## config.mk

```make
export PLATFORM = sky130hd
export DESIGN_NAME = pattern_scan_ctrl
export DESIGN_NICKNAME = d
export VERILOG_FILES = /design/src/rtl/pattern_scan_ctrl.sv
export SDC_FILE = /design/constraint.sdc
export NUM_CORES = 1
export LEC_CHECK = 0
export CAP_MARGIN = 25
export CELL_PAD_IN_SITES_DETAIL_PLACEMENT = 0
export CELL_PAD_IN_SITES_GLOBAL_PLACEMENT = 1
export CORE_ASPECT_RATIO = 0.8
export CORE_MARGIN = 8
export CORE_UTILIZATION = 41
export CTS_BUF_LIST = sky130_fd_sc_hd__clkbuf_8
export DETAILED_ROUTE_END_ITERATION = 10
export PLACE_DENSITY_LB_ADDON = 0.1
export SYNTH_ARGS = -nofsm -noshare
export SYNTH_HDL_FRONTEND = slang
export SYNTH_SLANG_ARGS = --single-unit
```

## constraint.sdc

```tcl
create_clock -name clk -period 3.2 [get_ports clk]
set_input_delay 0.32 -clock clk [delete_from_list [all_inputs] [get_ports clk]]
set_output_delay 0.32 -clock clk [all_outputs]
set_load 0.05 [all_outputs]
```

## src/rtl/pattern_scan_ctrl.sv

```systemverilog
// rtl/pattern_scan_ctrl.sv - round-robin sequencer sharing one serial 1101 detector among requesters.
// Optional SCAN_FIRST_HIT_EN: stop on the first detector hit and report its bit position.
module pattern_scan_ctrl #(
  parameter int  NUM_REQ   = 2,
  parameter int  WORD_BITS = 8,
  localparam int ID_W      = $clog2(NUM_REQ),
  localparam int COUNT_W   = $clog2(WORD_BITS + 1)
) (
  input  logic                           clk,
  input  logic                           n_rst,
  input  logic [NUM_REQ-1:0]             req,
  input  logic [NUM_REQ*WORD_BITS-1:0]   req_data,
  output logic [NUM_REQ-1:0]             ack,
  output logic                           det_n_rst,
  output logic                           det_i,
  input  logic                           det_o,
  output logic                           result_valid,
  input  logic                           result_ready,
  output logic [ID_W-1:0]                result_id,
  output logic [COUNT_W-1:0]             result_count
);

  localparam int BIT_W = $clog2(WORD_BITS);

  typedef enum logic [1:0] {IDLE, CLEAR, SHIFT, REPORT} state_t;

  state_t               state, state_n;
  logic [ID_W-1:0]      rr_ptr, rr_ptr_n;
  logic [WORD_BITS-1:0] word, word_n;
  logic [BIT_W-1:0]     bit_cnt, bit_cnt_n;
  logic                 det_n_rst_n, det_i_n, result_valid_n;
  logic [ID_W-1:0]      result_id_n;
  logic [COUNT_W-1:0]   result_count_n;
`ifndef SCAN_FIRST_HIT_EN
  logic [COUNT_W-1:0]   hit_cnt, hit_cnt_n, hit_inc;
`endif

  logic            found;
  logic [ID_W-1:0] gnt_id;
  int              idx;

  // Search starts at rr_ptr and wraps, so the last-served requester goes to the back.
  always_comb begin
    found  = 1'b0;
    gnt_id = '0;
    idx    = 0;
    for (int i = 0; i < NUM_REQ; i++) begin
      idx = int'(rr_ptr) + i;
      if (idx >= NUM_REQ) idx = idx - NUM_REQ;
      if (!found && req[idx]) begin
        found  = 1'b1;
        gnt_id = ID_W'(idx);
      end
    end
  end

  // ack is combinational so it lands in the same cycle the word is captured.
  assign ack = (n_rst && (state == IDLE) && found) ? (NUM_REQ'(1) << gnt_id) : '0;

`ifndef SCAN_FIRST_HIT_EN
  assign hit_inc = (det_o && (hit_cnt != '1)) ? hit_cnt + COUNT_W'(1) : hit_cnt;
`endif

  // Registered outputs are computed from the state being entered, so each state
  // label matches what is currently on the detector lines.
  always_comb begin
    state_n        = state;
    rr_ptr_n       = rr_ptr;
    word_n         = word;
    bit_cnt_n      = bit_cnt;
    det_n_rst_n    = 1'b1;
    det_i_n        = 1'b1;
    result_valid_n = result_valid;
    result_id_n    = result_id;
    result_count_n = result_count;
`ifndef SCAN_FIRST_HIT_EN
    hit_cnt_n      = hit_cnt;
`endif
    case (state)
      IDLE: begin
        if (found) begin
          word_n      = req_data[int'(gnt_id)*WORD_BITS +: WORD_BITS];
          rr_ptr_n    = (gnt_id == ID_W'(NUM_REQ - 1)) ? '0 : gnt_id + ID_W'(1);
          result_id_n = gnt_id;
`ifndef SCAN_FIRST_HIT_EN
          hit_cnt_n   = '0;
`endif
          det_n_rst_n = 1'b0;
          state_n     = CLEAR;
        end
      end
      CLEAR: begin
        det_i_n   = word[WORD_BITS-1];
        word_n    = {word[WORD_BITS-2:0], 1'b0};
        bit_cnt_n = '0;
        state_n   = SHIFT;
      end
      SHIFT: begin
`ifdef SCAN_FIRST_HIT_EN
        if (det_o) begin
          result_count_n = COUNT_W'(bit_cnt) + COUNT_W'(1);
          result_valid_n = 1'b1;
          state_n        = REPORT;
        end else if (bit_cnt == BIT_W'(WORD_BITS - 1)) begin
          result_count_n = '0;
          result_valid_n = 1'b1;
          state_n        = REPORT;
        end
`else
        hit_cnt_n = hit_inc;
        if (bit_cnt == BIT_W'(WORD_BITS - 1)) begin
          result_count_n = hit_inc;
          result_valid_n = 1'b1;
          state_n        = REPORT;
        end
`endif
        if (state_n == SHIFT) begin
          det_i_n   = word[WORD_BITS-1];
          word_n    = {word[WORD_BITS-2:0], 1'b0};
          bit_cnt_n = bit_cnt + BIT_W'(1);
        end
      end
      REPORT: begin
        if (result_ready) begin
          result_valid_n = 1'b0;
          state_n        = IDLE;
        end
      end
      default: state_n = IDLE;
    endcase
  end

  always_ff @(posedge clk) begin
    if (!n_rst) begin
      state        <= IDLE;
      rr_ptr       <= '0;
      word         <= '0;
      bit_cnt      <= '0;
      det_n_rst    <= 1'b0;
      det_i        <= 1'b1;
      result_valid <= 1'b0;
      result_id    <= '0;
      result_count <= '0;
`ifndef SCAN_FIRST_HIT_EN
      hit_cnt      <= '0;
`endif
    end else begin
      state        <= state_n;
      rr_ptr       <= rr_ptr_n;
      word         <= word_n;
      bit_cnt      <= bit_cnt_n;
      det_n_rst    <= det_n_rst_n;
      det_i        <= det_i_n;
      result_valid <= result_valid_n;
      result_id    <= result_id_n;
      result_count <= result_count_n;
`ifndef SCAN_FIRST_HIT_EN
      hit_cnt      <= hit_cnt_n;
`endif
    end
  end

endmodule

```

==> run summary <==
Yosys reg bits: 26
Cell Chain, Critical Path: clkdlybuf4s50_1, nand2b_1, nand2_1, nor2_1, clkdlybuf4s50_1
vias in the first global route: 1234
status: complete, no violations
drt drc: 0
Via Count: 1228
wire length per cell: 14.6 um
Syn. warnings: 0
grt ovf: 0
hold buffer count at cts: 0
ys flop type: dfxtp_1
Clk network pwr share: 20.3%
Worst path max stage delay: 830 ps
die span in x: 80.9 um
row count: 19
CTS buffer count: 3
Psw: 0.000530 W
FMAX: 378 MHz
post-synth design cell area: 0.00138 mm2
initial antenna violation count: 0
final setup fails: 0
Antenna diodes: 0
Logic pwr share: 47.2%
utilization after layout: 53.0%
DRT antenna net count: 0
Leak: 0.664 nW
Clock Sinks: 26
most frequent cells in the layout: clkdlybuf4s50_1, dfxtp_1, a21oi_1, nand2_1, nand3_1
syn_nets: 189
CTS tree: built
fraction of layout cells with a size suffix above 1: 9.14%
Startpoint Class: primary input
detailed placement HPWL: 2570 um
Area Overhead vs Synth: 27.8%
CP delay by family, top: buffers and inverters
crit path DAT: 2330 ps
Worst Hold Class: reg -> reg
mean area per synthesized cell: 8.69 um2
final net count: 217
Routed WL: 3320 um
Post-synth EDFFs: 0
setup total negative slack: 0 ps
die area: 0.00549 mm2
Routability Congestion: 0.765
Crit Path Class: in -> out
postcts setup bufs: 0
largest net degree at the start of global routing: 23
Slew @ Worst Pin: 522 ps
async set or reset register ratio after synthesis: 0%
Final Hold Violating Endpoints: 0
initial DRC count: 51
CTS H-Tree Depth: 1
vias per std cell: 5.39
Worst Skew: 7.38 ps
Slowest cell on crit path: clkdlybuf4s50_1
MaxCap Viol Count: 0
cell count after synthesis: 159
CTS max path bufs: 2
CP required: 2880 ps
maximum vdd ir drop: 0.476 mV
Final min period: 2650 ps
post-CTS sizing: 0
Yosys cell types: 36
core area: 0.00333 mm2
I/O pins: 32
crit path launch: req[0]
crit-path max FO: 9
Reg clk slew, reported paths: 90 ps
reg2reg start: state[0]$_SDFFE_PN0P_
total global-route track usage: 12.7%
RSZ-0062 raised after global routing: no
CP Buf/Inv Count: 2
register area share after synthesis: 37.7%
Slew HR: 65.1%
Slew Viols, Final: 0
worst-skew pair later-pin latency: 270 ps
Fillers: 320
Die Height: 67.9 um
first-pass GRT wire length: 5520 um
Final Cycle Share: 82.8%
PD cells: 760 mW/mm2
port bufs: 31
Starting Density: 41.5%
commonest non-fill, non-tap cell in the layout: clkdlybuf4s50_1
HP Start: result_id$_SDFFE_PN0P_
CP most frequent cell: clkdlybuf4s50_1
internal cell power: 0.000813 W
Reg power frac: 32.4%
DRT Pass-1 Iters: 4
Root Buffer: clkbuf_8
endpoint type of the worst setup path: primary output
Switching Fraction: 39.5%
## path summary, 6_finish.rpt
check                                end  slack [ps]  depth (start not counted)
hold / removal    result_id$_SDFFE_PN0P_         460                          1
setup reg to reg    word[7]$_SDFFE_PN0P_        1230                          6
hold reg to reg   result_id$_SDFFE_PN0P_         460                          1
setup / recovery                  ack[1]         550                          5
## layout make-up
cell class	count	area, um2	share of cell area (%)
well taps	42	52.6	2.98
flip-flops and latches	26	520	29.5
clock inverters	1	30.0	1.70
multi-input cells	118	781	44.2
clock buffers	3	41.3	2.34
repair buffers	32	318	18.0
inverters	6	22.5	1.28
## power by group through the flow
stage               clock [W]  sequential, W  combinational, W
floorplan                   0       0.000478          0.000455
global placement            0       0.000440          0.000629
detailed placement          0       0.000442          0.000632
CTS                  0.000288       0.000435          0.000635
global route         0.000298       0.000443          0.000702
finish               0.000273       0.000435          0.000634
## cell families (layout without fill, tap and decap cells)
group	count (synthesis)	after routing	synth area share, %
compound gates	60	60	29.2
xor+xnor	1	1	0.634
mux	3	3	2.26
fa+ha+maj	8	8	7.25
simple gates	46	46	17.2
buf+inv	15	42	5.80
flops	26	26	37.7
## registers in the layout (all words and copies together) (netlist names)
name / count
hit_cnt: 4
state: 2
rr_ptr: 1
det_n_rst: 1
result_count: 4
det_i: 1
bit_cnt: 3
result_id: 1
result_valid: 1
word: 8
## cell usage after synthesis, types with 3 or more instances
| master | n | area (um2) |
|---|---|---|
| nand2_1 | 15 | 56.3 |
| clkbuf_1 | 5 | 18.8 |
| a21oi_1 | 19 | 95.1 |
| inv_1 | 6 | 22.5 |
| ha_1 | 8 | 100 |
| buf_6 | 3 | 33.8 |
| nand3_1 | 13 | 65.1 |
| a31o_2 | 7 | 61.3 |
| nand4_1 | 3 | 18.8 |
| nor2_1 | 6 | 22.5 |
| o21ai_0 | 11 | 55.1 |
| dfxtp_1 | 26 | 521 |
| o31ai_1 | 8 | 60.1 |
## layer usage
metal  GRT usage, %  wire length, um
met1           16.0             1700
met2           20.5             1450
met3           3.54              144
met4           4.00               31
met5              0                0
## through the flow
step	area (um2)	setup WS [ps]	hold slack (ps)	power (W)	instances
6_report	1770	552	461	0.00134	228
5_1_grt	1770	464	492	0.00144	228
4_1_cts	1770	548	469	0.00136	228
3_5_place_dp	1690	562	444	0.00107	224
3_3_place_gp	1690	618	444	0.00107	224
2_1_floorplan	1380	1310	435	0.000933	159
(Power assumes the default switching activity.)
